--- src/rtl/lif_spike_decoder.sv ---
// lif_spike_decoder: turns the LIF neuron spike train into per-window spike
// counts and last inter-spike intervals, presented through a valid/ready
// result register. Back-to-back windows of window_len+1 cycles each.
// Optional build macro: LIF_SPIKE_DEC_REFRACT_EN -- after a counted spike,
// further spikes are ignored for REFRACT cycles.
module lif_spike_decoder #(
  parameter int WINDOW_W = 8,
  parameter int COUNT_W  = 8,
  parameter int ISI_W    = 8,
  parameter int REFRACT  = 2
) (
  input  logic                clk,
  input  logic                rst,
  input  logic                en,
  input  logic                spike_in,
  input  logic [WINDOW_W-1:0] window_len,
  output logic [COUNT_W-1:0]  count_out,
  output logic [ISI_W-1:0]    isi_out,
  output logic                sat,
  output logic                out_valid,
  input  logic                out_ready,
  output logic                drop
);

  typedef enum logic [0:0] {ST_IDLE = 1'b0, ST_COUNT = 1'b1} state_t;

  // Saturating increment; MSB of the result flags an attempted overflow.
  function automatic logic [COUNT_W:0] cnt_inc(input logic [COUNT_W-1:0] v);
    logic [COUNT_W:0] r;
    if (&v) r = {1'b1, v};
    else    r = {1'b0, v + COUNT_W'(1'b1)};
    return r;
  endfunction

  // Saturating increment for the interval counter; MSB flags overflow.
  function automatic logic [ISI_W:0] isi_inc(input logic [ISI_W-1:0] v);
    logic [ISI_W:0] r;
    if (&v) r = {1'b1, v};
    else    r = {1'b0, v + ISI_W'(1'b1)};
    return r;
  endfunction

  state_t              state_r, state_nxt_s;
  logic                start_s, run_s, commit_s, accept_s;
  logic [WINDOW_W-1:0] cyc_r, win_len_r;
  logic [COUNT_W-1:0]  cnt_r, cnt_nxt_s;
  logic                cnt_sat_r, cnt_sat_nxt_s;
  logic [ISI_W-1:0]    isi_r, isi_nxt_s, since_r, since_nxt_s;
  logic                isi_sat_r, isi_sat_nxt_s, since_ovf_r, since_ovf_nxt_s;
  logic                seen_r, seen_nxt_s;
  logic [COUNT_W:0]    cnt_inc_s;
  logic [ISI_W:0]      since_inc_s;

`ifdef LIF_SPIKE_DEC_REFRACT_EN
  localparam int REF_W = (REFRACT < 1) ? 1 : $clog2(REFRACT + 1);
  logic [REF_W-1:0] refr_r;

  // Spikes count only outside the refractory period of the last counted spike.
  always_comb begin
    accept_s = spike_in && run_s && (refr_r == {REF_W{1'b0}});
  end

  // Refractory timer: loaded on a counted spike, cleared at every window start.
  always_ff @(posedge clk) begin
    if (rst)                              refr_r <= {REF_W{1'b0}};
    else if (start_s || commit_s || !run_s) refr_r <= {REF_W{1'b0}};
    else if (accept_s)                    refr_r <= REF_W'(REFRACT);
    else if (refr_r != {REF_W{1'b0}})     refr_r <= refr_r - REF_W'(1'b1);
    else                                  refr_r <= refr_r;
  end
`else
  logic unused_refract_s;
  assign unused_refract_s = (REFRACT > 32'sd0) ? 1'b1 : 1'b0;

  // Every high spike_in cycle inside a running window is counted.
  always_comb begin
    accept_s = spike_in && run_s;
  end
`endif

  // FSM state register.
  always_ff @(posedge clk) begin
    if (rst) state_r <= ST_IDLE;
    else     state_r <= state_nxt_s;
  end

  // FSM next state: en alone decides between idling and counting.
  always_comb begin
    state_nxt_s = ST_IDLE;
    case (state_r)
      ST_IDLE:  if (en) state_nxt_s = ST_COUNT; else state_nxt_s = ST_IDLE;
      ST_COUNT: if (en) state_nxt_s = ST_COUNT; else state_nxt_s = ST_IDLE;
      default:  state_nxt_s = ST_IDLE;
    endcase
  end

  // FSM control strobes: window start, active counting cycle, window commit.
  always_comb begin
    start_s  = 1'b0;
    run_s    = 1'b0;
    commit_s = 1'b0;
    case (state_r)
      ST_IDLE: start_s = en;
      ST_COUNT: begin
        if (en) begin
          run_s    = 1'b1;
          commit_s = (cyc_r == win_len_r);
        end else begin
          run_s    = 1'b0;
          commit_s = 1'b0;
        end
      end
      default: start_s = 1'b0;
    endcase
  end

  // Window statistics after this cycle's spike, also used as the commit value.
  always_comb begin
    cnt_inc_s       = cnt_inc(cnt_r);
    since_inc_s     = isi_inc(since_r);
    cnt_nxt_s       = cnt_r;
    cnt_sat_nxt_s   = cnt_sat_r;
    isi_nxt_s       = isi_r;
    isi_sat_nxt_s   = isi_sat_r;
    seen_nxt_s      = seen_r;
    since_nxt_s     = since_r;
    since_ovf_nxt_s = since_ovf_r;
    if (accept_s) begin
      cnt_nxt_s     = cnt_inc_s[COUNT_W-1:0];
      cnt_sat_nxt_s = cnt_sat_r | cnt_inc_s[COUNT_W];
      if (seen_r) begin
        isi_nxt_s     = since_r;
        isi_sat_nxt_s = since_ovf_r;
      end else begin
        isi_nxt_s     = isi_r;
        isi_sat_nxt_s = isi_sat_r;
      end
      seen_nxt_s      = 1'b1;
      since_nxt_s     = ISI_W'(1'b1);
      since_ovf_nxt_s = 1'b0;
    end else begin
      since_nxt_s     = since_inc_s[ISI_W-1:0];
      since_ovf_nxt_s = since_ovf_r | since_inc_s[ISI_W];
    end
  end

  // Window counters: restart on start/commit, advance while running, clear otherwise.
  always_ff @(posedge clk) begin
    if (rst) begin
      cyc_r <= '0; win_len_r <= '0; cnt_r <= '0; cnt_sat_r <= 1'b0;
      isi_r <= '0; isi_sat_r <= 1'b0; since_r <= '0; since_ovf_r <= 1'b0;
      seen_r <= 1'b0;
    end else if (start_s || commit_s) begin
      cyc_r <= '0; win_len_r <= window_len; cnt_r <= '0; cnt_sat_r <= 1'b0;
      isi_r <= '0; isi_sat_r <= 1'b0; since_r <= '0; since_ovf_r <= 1'b0;
      seen_r <= 1'b0;
    end else if (run_s) begin
      cyc_r <= cyc_r + WINDOW_W'(1'b1);
      cnt_r <= cnt_nxt_s; cnt_sat_r <= cnt_sat_nxt_s;
      isi_r <= isi_nxt_s; isi_sat_r <= isi_sat_nxt_s;
      since_r <= since_nxt_s; since_ovf_r <= since_ovf_nxt_s;
      seen_r <= seen_nxt_s;
    end else begin
      cyc_r <= '0; win_len_r <= win_len_r; cnt_r <= '0; cnt_sat_r <= 1'b0;
      isi_r <= '0; isi_sat_r <= 1'b0; since_r <= '0; since_ovf_r <= 1'b0;
      seen_r <= 1'b0;
    end
  end

  // Result register: load on commit unless the held result is still unread.
  always_ff @(posedge clk) begin
    if (rst) begin
      count_out <= '0; isi_out <= '0; sat <= 1'b0; out_valid <= 1'b0; drop <= 1'b0;
    end else if (commit_s && (!out_valid || out_ready)) begin
      count_out <= cnt_nxt_s;
      isi_out   <= isi_nxt_s;
      sat       <= cnt_sat_nxt_s | isi_sat_nxt_s;
      out_valid <= 1'b1;
    end else if (commit_s) begin
      drop <= 1'b1;
    end else if (out_valid && out_ready) begin
      out_valid <= 1'b0;
    end else begin
      out_valid <= out_valid;
    end
  end

endmodule

--- config.mk ---
export PLATFORM = sky130hd
export DESIGN_NAME = lif_spike_decoder
export DESIGN_NICKNAME = d
export VERILOG_FILES = /design/src/rtl/lif_spike_decoder.sv
export SDC_FILE = /design/constraint.sdc
export NUM_CORES = 1
export LEC_CHECK = 0
export BUFFER_PORTS_ARGS = -buffer_cell sky130_fd_sc_hd__buf_2
export CAP_MARGIN = 20
export CORE_MARGIN = 10
export CORE_UTILIZATION = 51
export CTS_CLUSTER_SIZE = 25
export DETAILED_ROUTE_END_ITERATION = 16
export PLACE_DENSITY = 0.84
export SYNTH_ARGS = -nofsm -noshare
export SYNTH_HDL_FRONTEND = slang
export SYNTH_SLANG_ARGS = --single-unit
--- constraint.sdc ---
create_clock -name clk -period 1.75 [get_ports clk]
set_clock_uncertainty 0.2 [all_clocks]
set_input_delay 0.2625 -clock clk [delete_from_list [all_inputs] [get_ports clk]]
set_output_delay 0.2625 -clock clk [all_outputs]
set_load 0.02 [all_outputs]
=== Word level (Yosys, flattened, before mapping) ===
Cells that the tools add are included.

* Register bits: 64
* Bits in latches: 0
* Bits in writable memories: 0
* Memory bits (read-only): 0
* Input bits: 13
* Output and inout bits: 19
* Logic and storage cells: 57
* Memories: 0

* Add/sub/neg operators: 3
* $mul: 0
* Divide/modulo/power cells: 0
* $lt $le $gt $ge: 0
* Equality and inequality tests: 3
* Shifts and indexed selects: 0
* Mux-type cells: 17
* Bitwise logic cells: 5
* Reductions and logical operators: 13

{| class="wikitable"
|+ Operators by type and width
! cell !! count
|-
| 8-bit by 1-bit adder with 8-bit output (second input constant) || 3
|-
| 8-bit two-way mux || 3
|-
| 9-bit two-way mux || 2
|-
| 8-bit AND reduction || 2
|-
| 1-bit two-way mux || 12
|-
| 8-bit == test || 1
|-
| 2-bit AND reduction || 2
|-
| 4-bit OR reduction || 1
|-
| 1-bit logical AND || 3
|-
| 1-bit bitwise OR || 3
|-
| 3-bit OR reduction || 1
|-
| 1-bit logical OR || 2
|-
| 2-bit by 1-bit != test with 1-bit output (second input constant) || 1
|-
| 2-bit != test (second input constant) || 1
|-
| 1-bit inverter || 2
|-
| 2-bit nonzero test || 1
|-
| 1-bit logical NOT || 1
|}

=== Logic depth before layout (Yosys ltp) ===
Gate-level depths: netlist of the first run.

* Word-level depth: 6
* Gate-level depth with buffers: 7
* Gate-level depth less buffers: 6

=== Worst setup path after synthesis of the first run ===
No wires, ideal clock.

* Path kind: register to register
* From: register cyc_r[0]
* To: register count_out[5]
* Setup time: 0.065 ns
* Arrival time: 1.548 ns
* Data required time: 1.485 ns
* Path slack: -0.063 ns
* Cell stages (with the launch flop): 7
* Path buffers: 1
* Clock period less this slack: 1.813 ns
* Cell sequence: dfxtp_1 > xnor2_1 > nand4_2 > nor4_2 > buf_4 > mux2_2 > nor2_1

* Word-level cells in the longest chain between the ends: 4

{| class="wikitable"
|+ RTL lines
! what !! line !! source
|-
| start: declaration || 45 || <nowiki>logic [WINDOW_W-1:0] cyc_r, win_len_r;</nowiki>
|-
| start signal: assignment || 158 || <nowiki>cyc_r <= cyc_r + WINDOW_W'(1'b1);</nowiki>
|-
| 8-bit == test || 107 || <nowiki>commit_s = (cyc_r == win_len_r);</nowiki>
|-
| 1-bit two-way mux || 105 || <nowiki>if (en) begin</nowiki>
|-
| 1-bit two-way mux || 102 || <nowiki>case (state_r)</nowiki>
|-
| 1-bit logical AND || 174 || <nowiki>end else if (commit_s && (!out_valid || out_ready)) begin</nowiki>
|-
| end signal: assignment || 175 || <nowiki>count_out <= cnt_nxt_s;</nowiki>
|-
| end: declaration || 17 || <nowiki>output logic [COUNT_W-1:0] count_out,</nowiki>
|}

No other way between the ends.
A chain may end at the register's enable or synchronous reset.

=== Final worst setup path of the first run ===
* From: register win_len_r[6]
* To: register isi_r[1]

* Word-level cells in the longest chain between the ends: 5

{| class="wikitable"
|+ RTL lines
! what !! line !! source
|-
| start: declaration || 45 ||
|-
| start signal: assignment || 150 || <nowiki>cyc_r <= '0; win_len_r <= '0; cnt_r <= '0; cnt_sat_r <= 1'b0;</nowiki>
|-
| start signal: assignment || 154 || <nowiki>cyc_r <= '0; win_len_r <= window_len; cnt_r <= '0; cnt_sat_r <= 1'b0;</nowiki>
|-
| start signal: assignment || 164 || <nowiki>cyc_r <= '0; win_len_r <= win_len_r; cnt_r <= '0; cnt_sat_r <= 1'b0;</nowiki>
|-
| 8-bit == test || 107 ||
|-
| 1-bit two-way mux || 105 ||
|-
| 1-bit two-way mux || 102 ||
|-
| 1-bit logical OR || 153 || <nowiki>end else if (start_s || commit_s) begin</nowiki>
|-
| 3-bit OR reduction (no source line) || -- ||
|-
| end signal: assignment || 160 || <nowiki>isi_r <= isi_nxt_s; isi_sat_r <= isi_sat_nxt_s;</nowiki>
|-
| end: declaration || 48 || <nowiki>logic [ISI_W-1:0] isi_r, isi_nxt_s, since_r, since_nxt_s;</nowiki>
|}

No other way between the ends.

==> impl_results.md, run 1 <==
- Status: finished, violations left
- Failing checks: negative setup slack
- Synth Warn #: 0
- Post-route clock period utilization: 1.11
- Peak Freq: 0.515 GHz
- PortBufs: 31
- VDD IR-drop max: 0.000890 V
- First-pass GRT wire length: 12.1 mm
- GRT Total Usage: 0.176
- Startpoint types: flop
- Ys flop type: dfxtp_1
- Via Count: 2367
- DRT Wirelength: 7.86 mm
- Max Cap Violations: 0
- DP Wirelength: 4.23 mm
- Die Span X: 92.1 um
- CP Cell Sequence: xnor2_2, nand4_4, buf_6, o311ai_4, buf_4, buf_8, nor2_1
- Delay-heaviest family, CP: buffers and inverters
- Post-synth top area share: 0.483
- Fin nets: 374
- Avg Inst Size Synth: 9.55 sq um
- Data required time of the worst path: 1.77 ns
- Die area: 0.00849 sq mm
- Longest Clk Path Bufs: 2
- Post-synth EDFFs: 0
- Most common cell in the synthesized netlist: dfxtp_1
- Crit Path Class: reg2reg
- Layout cells sized above 1: 0.431
- Post-Syn Nets: 294
- Synth area leader: dfxtp_1
- CTS Root Cell: clkbuf_8
- #FFs+latches synth: 64
- Initial Utilization: 0.523
- CTS tree: done
- Crit-path max FO: 9
- RSZ-0062 raised after global routing: true
- Area contributors post-synth: dfxtp_1, mux2i_1, nor2_1
- Cells after synthesis: 278
- Final min period: 1.94 ns
- DRC viols: 0
- Synth-to-layout area growth: 45.5%
- Count of unique library cells instantiated by Yosys: 34
- H-tree Lvls: 3
- Placement Setup Slack: -0.163 ns
- TritonCTS Sinks: 64
- WHS: 0.0106 ns
- Max transition margin: 0.753
- Routability-driven placement congestion ratio: 0.897
- Setup Viol. Count Final: 59
- PD cells: 841 mW/mm^2
- Initial antenna violation count: 0
- Top-level port count: 32
- P_leak: 1.53 nW
- Largest net degree at the start of global routing: 26
- Arrival time worst endpoint: 1.96 ns
- Sequential share of the synthesized area: 0.483
- Hold Crit Class: in2reg
- Vias in the first global route: 2509
- Clk Latency, worst-skew pair: 0.34 ns
- Worst Tran Pin Value: 0.360 ns
- Final setup margin: -0.191 ns
- First-pass DRT Iterations: 4
- Final hold vios: 0
- Total gr overflow: 0
- Top cells by count, synth: dfxtp_1, nor2_1, mux2i_1, nand3_1, xnor2_1
- Number of routed nets with antenna violations: 0
- Core Area: 0.00507 sq mm
- Wire per inst: 18.2 um
- CTS buffer count: 9
- Die H: 92.1 um
- Routed vias/inst: 5.48
- Async set-or-reset flop fraction in the synthesized netlist: 0
- Slowest library cell on the worst path: dfxtp_2
- Drt initial violations: 195
- Antenna diodes: 0
- Row cnt: 26
- Slew Viols, Final: 0
- Critical path buffers and inverters: 3
- CTS clk-pin slew, worst paths: 0.06 ns
- Max stage delay on crit path: 0.34 ns
- Mapped Area: 0.00265 sq mm
- Critical Path End Type: flop
-- repair_timing --
action | in CTS | in global routing
pin swaps | 18 | 21
resized for setup | 42 | 44
hold endpoints to repair | 7 | 0
cloned | 1 | 1
hold buffers | 7 | 0
setup buffers | 5 | 3
setup endpoints to repair | 61 | 61
-- cell families after synthesis --
group,Yosys count,share of synthesized area
multiplexers,29,0.110
XOR/XNOR,19,0.0627
AND/OR/NAND/NOR,112,0.198
AO/OA/AOI/OAI,29,0.0915
buffers and inverters,22,0.0405
adder cells (fa/ha/maj),3,0.0141
flip-flops,64,0.483
-- state kept, by name, summed over array words and instances, names as in the netlist --
name,count
seen_r,1
isi_sat_r,1
out_valid,1
since_r,8
count_out,8
sat,1
drop,1
since_ovf_r,1
state_r,1
cnt_sat_r,1
isi_out,8
isi_r,8
cyc_r,8
win_len_r,8
cnt_r,8
-- where the power goes --
group          switching (mW)  internal (mW)  leakage, nW
sequential             0.0289           1.48        0.526
combinational           0.161          0.156        0.893
clock                   0.550          0.871        0.112
total                   0.740           2.51         1.53
-- cells in the final DEF (no fill, tap or decap), drive strengths merged, types with 6 or more instances in the layout --
cell type,Yosys,layout
buf,9,74
dfxtp,64,64
nor2,60,60
mux2i,28,28
nand3,14,14
a211oi,12,12
clkbuf,3,12
xnor2,12,12
inv,10,10
a21oi,9,9
nand2,8,8
dlygate4sd3,0,7
xor2,7,7
nand4,6,6
-- per-layer routing --
| metal | GRT usage | share of wire | vias to the layer above |
|---|---|---|---|
| li1 | - | - | 1114 |
| met1 | 0.185 | 0.39 | 1147 |
| met2 | 0.309 | 0.51 | 84 |
| met3 | 0.0628 | 0.060 | 22 |
| met4 | 0.0771 | 0.039 | 0 |
| met5 | 0 | 0 | - |
-- worst reg2reg max path, cell delays in order, from the launching register on --
cell,delay (ns)
dfxtp_2,0.34
xnor2_2,0.26
nand4_4,0.19
buf_6,0.17
o311ai_4,0.30
buf_4,0.18
buf_8,0.13
nor2_1,0.06
-- metrics by stage --
step,total power [mW],instances,setup TNS [ns],cell area [sq um],util
floorplan,1.66,278,0,2660,-
global placement,1.74,401,-2.59,3130,0.617
detailed placement,1.75,401,-6.30,3130,0.617
CTS,3.21,429,-0.660,3680,0.724
global route,3.36,432,-10.56,3860,0.761
finish,3.25,432,-7.29,3860,0.761
-- path summary, 6_finish.rpt --
path,startpoint,endpoint,slack [ns],depth (start not counted)
worst max-delay path,win_len_r[6]$_SDFFE_PP0P_,isi_r[1]$_SDFF_PP0_,-0.19,7
worst min-delay path,window_len[3],win_len_r[3]$_SDFFE_PP0P_,0.01,3
worst max register to register,win_len_r[6]$_SDFFE_PP0P_,isi_r[1]$_SDFF_PP0_,-0.19,7
worst min register to register,since_ovf_r$_SDFF_PP0_,since_ovf_r$_SDFF_PP0_,0.28,2
-- cell type report --
class	instances	area (sq um)
clock buffer	12	155
clock inverter	3	65.1
fill	325	1210
inverter	10	37.5
multi-input combinational	192	1560
sequential	64	1310
tap	70	87.6
timing repair buffer	81	643
(Power assumes the default switching activity.)
==> run 2, diff against run 1 <==
--- a/config.mk
+++ b/config.mk
@@ -11,7 +11,7 @@
 export CORE_UTILIZATION = 51
 export CTS_CLUSTER_SIZE = 25
 export DETAILED_ROUTE_END_ITERATION = 16
-export PLACE_DENSITY = 0.84
+export PLACE_DENSITY = 0.77
 export SYNTH_ARGS = -nofsm -noshare
 export SYNTH_HDL_FRONTEND = slang
 export SYNTH_SLANG_ARGS = --single-unit
==> run 2 against run 1 <==
The run still ends with negative setup slack left; setup slack improved by 0.098 ns; register-to-register slack gained 0.098 ns; critical path depth is the same; global-route usage decreased by 2.4 points; sequential power about the same; flip-flop and latch count unchanged; clock-buffer cell count shrank 1; die area unchanged; critical endpoint is now cnt_r[5]$_SDFF_PP0_.
==> impl_results.md, run 2 (same netlist as run 1, synthesis figures left out) <==
- Status: finished, violations left
- Failing checks: negative setup slack
- Initial Utilization: 0.523 (unchanged)
- Top-level port count: 32 (unchanged)
- Vias in the first global route: 2246 (-10%)
- Fin nets: 368 (-1.6%)
- PD cells: 822 mW/mm^2 (-2.3%)
- Max transition margin: 0.687 (-0.0662)
- Total Power: 3.04 mW (-6.3%)
- Crit Path Class: reg2reg
- Startpoint types: flop
- Die area: 0.00849 sq mm (unchanged)
- Routed vias/inst: 5.19 (-5.3%)
- H-tree Lvls: 3 (unchanged)
- Drt initial violations: 125 (-36%)
- CTS clk-pin slew, worst paths: 0.06 ns (about the same)
- TritonCTS Sinks: 64 (unchanged)
- Number of routed nets with antenna violations: 0 (unchanged)
- Post-route clock period utilization: 1.05 (-0.0562)
- Wire per inst: 14.7 um (-19%)
- Max Cap Violations: 0 (unchanged)
- Antenna diodes: 0 (unchanged)
- CTS tree: done
- First-pass GRT wire length: 10.4 mm (-14%)
- RSZ-0062 raised after global routing: true
- Final core occ: 0.730 (-0.0306)
- Critical path buffers and inverters: 3 (unchanged)
- Initial antenna violation count: 0 (unchanged)
- P_leak: 1.47 nW (-4.4%)
- Commonest non-fill, non-tap cell in the layout: dfxtp_1
- PortBufs: 31 (unchanged)
- DRC viols: 0 (unchanged)
- CP Cell Sequence: xnor2_2, nand3_4, buf_6, o311ai_4, buf_6, buf_12, nor2_1
- Worst Tran Pin Value: 0.457 ns (+0.0965 ns)
- DP Wirelength: 3.85 mm (-9.0%)
- Final setup margin: -0.0926 ns (+0.0984 ns)
- Longest Clk Path Bufs: 2 (unchanged)
- Total gr overflow: 0 (unchanged)
- DRT Wirelength: 6.24 mm (-21%)
- Die Span X: 92.1 um (unchanged)
- Total negative slack: -2.21 ns (+5.08 ns)
- CTS Root Cell: clkbuf_8
- Synth-to-layout area growth: 39.6%
- Peak Freq: 0.543 GHz (+5.3%)
- CTS buffer count: 9 (unchanged)
- Placement Setup Slack: -0.166 ns (-0.00363 ns)
- Crit-path max FO: 7 (-2)
- Via Count: 2205 (-6.8%)
- Clk Latency, worst-skew pair: 0.34 ns (about the same)
- GRT Total Usage: 0.152 (-0.0242)
- First-pass DRT Iterations: 4 (unchanged)
- Delay-heaviest family, CP: buffers and inverters
- Layout cells sized above 1: 0.417 (-0.0140)
- Max stage delay on crit path: 0.36 ns (+0.02 ns)
- Die H: 92.1 um (unchanged)
- Top cell by count, worst path: buf_6
- Hold Crit Class: in2reg
- Slew Viols, Final: 0 (unchanged)
- Most frequent cells in the layout: dfxtp_1, nor2_1, buf_2
- Final hold vios: 0 (unchanged)
- Core Area: 0.00507 sq mm (unchanged)
- Row cnt: 26 (unchanged)
- Data required time of the worst path: 1.77 ns (about the same)
- Setup Viol. Count Final: 49 (-17%)
- VDD IR-drop max: 0.000660 V (-26%)
- Critical Path End Type: flop
- Final min period: 1.84 ns (-0.0984 ns)
- Slowest library cell on the worst path: o311ai_4
- Routability-driven placement congestion ratio: 0.851 (-5.2%)
- Largest net degree at the start of global routing: 26 (unchanged)
- Arrival time worst endpoint: 1.86 ns (-0.10 ns)
- WHS: 0.0453 ns (+0.0348 ns)
[run 2: worst reg2reg max path: stages (launching register included)]
cell,delay (ns)
dfxtp_2,0.33
xnor2_2,0.21
nand3_4,0.13
buf_6,0.14
o311ai_4,0.36
buf_6,0.18
buf_12,0.14
nor2_1,0.04
[run 2: path summary, 6_finish.rpt]
path,from,slack (ns),cells after the start,end
max reg2reg,win_len_r[5]$_SDFFE_PP0P_,-0.09,7,cnt_r[5]$_SDFF_PP0_
min reg2reg,since_ovf_r$_SDFF_PP0_,0.27,2,since_ovf_r$_SDFF_PP0_
max,win_len_r[5]$_SDFFE_PP0P_,-0.09,7,cnt_r[5]$_SDFF_PP0_
min,en,0.05,2,state_r$_SDFF_PP0_
[run 2: cell type report]
cell class | instances | area (sq um)
Multi-Input combinational cell | 192 | 1520
Tap cell | 70 | 87.6
Timing Repair Buffer | 75 | 567
Fill cell | 362 | 1370
Sequential cell | 64 | 1300
Clock buffer | 11 | 151
Inverter | 10 | 37.5
Clock inverter | 3 | 42.5
[run 2: where the power goes]
part           total, mW  switching, mW  leakage (nW)  internal [mW]
logic              0.277          0.142         0.844          0.135
registers           1.51         0.0216         0.524           1.48
clock network       1.26          0.544        0.0973          0.717
total               3.04          0.708          1.47           2.34
[run 2: timing repair]
item                                    in CTS  in global routing
endpoints found under the setup margin      61                 61
pin swaps                                   15                 11
setup buffers                                3                  2
gates resized for setup                     29                 50
hold endpoints to repair                     7                  0
hold buffers                                 7                  0
gates cloned                                 3                  0
[run 2: stage by stage]
stage	cells	instance area (sq um)
2_1_floorplan	278	2660
3_3_place_gp	397	3100
3_5_place_dp	397	3100
4_1_cts	424	3520
5_1_grt	425	3700
6_report	425	3700
[run 2: per-layer routing]
layer,up-vias,routed length [um],track usage
met5,-,0,0
li1,1094,-,-
met3,6,394,0.0709
met4,0,70,0.0604
met2,61,3200,0.256
met1,1044,2580,0.160
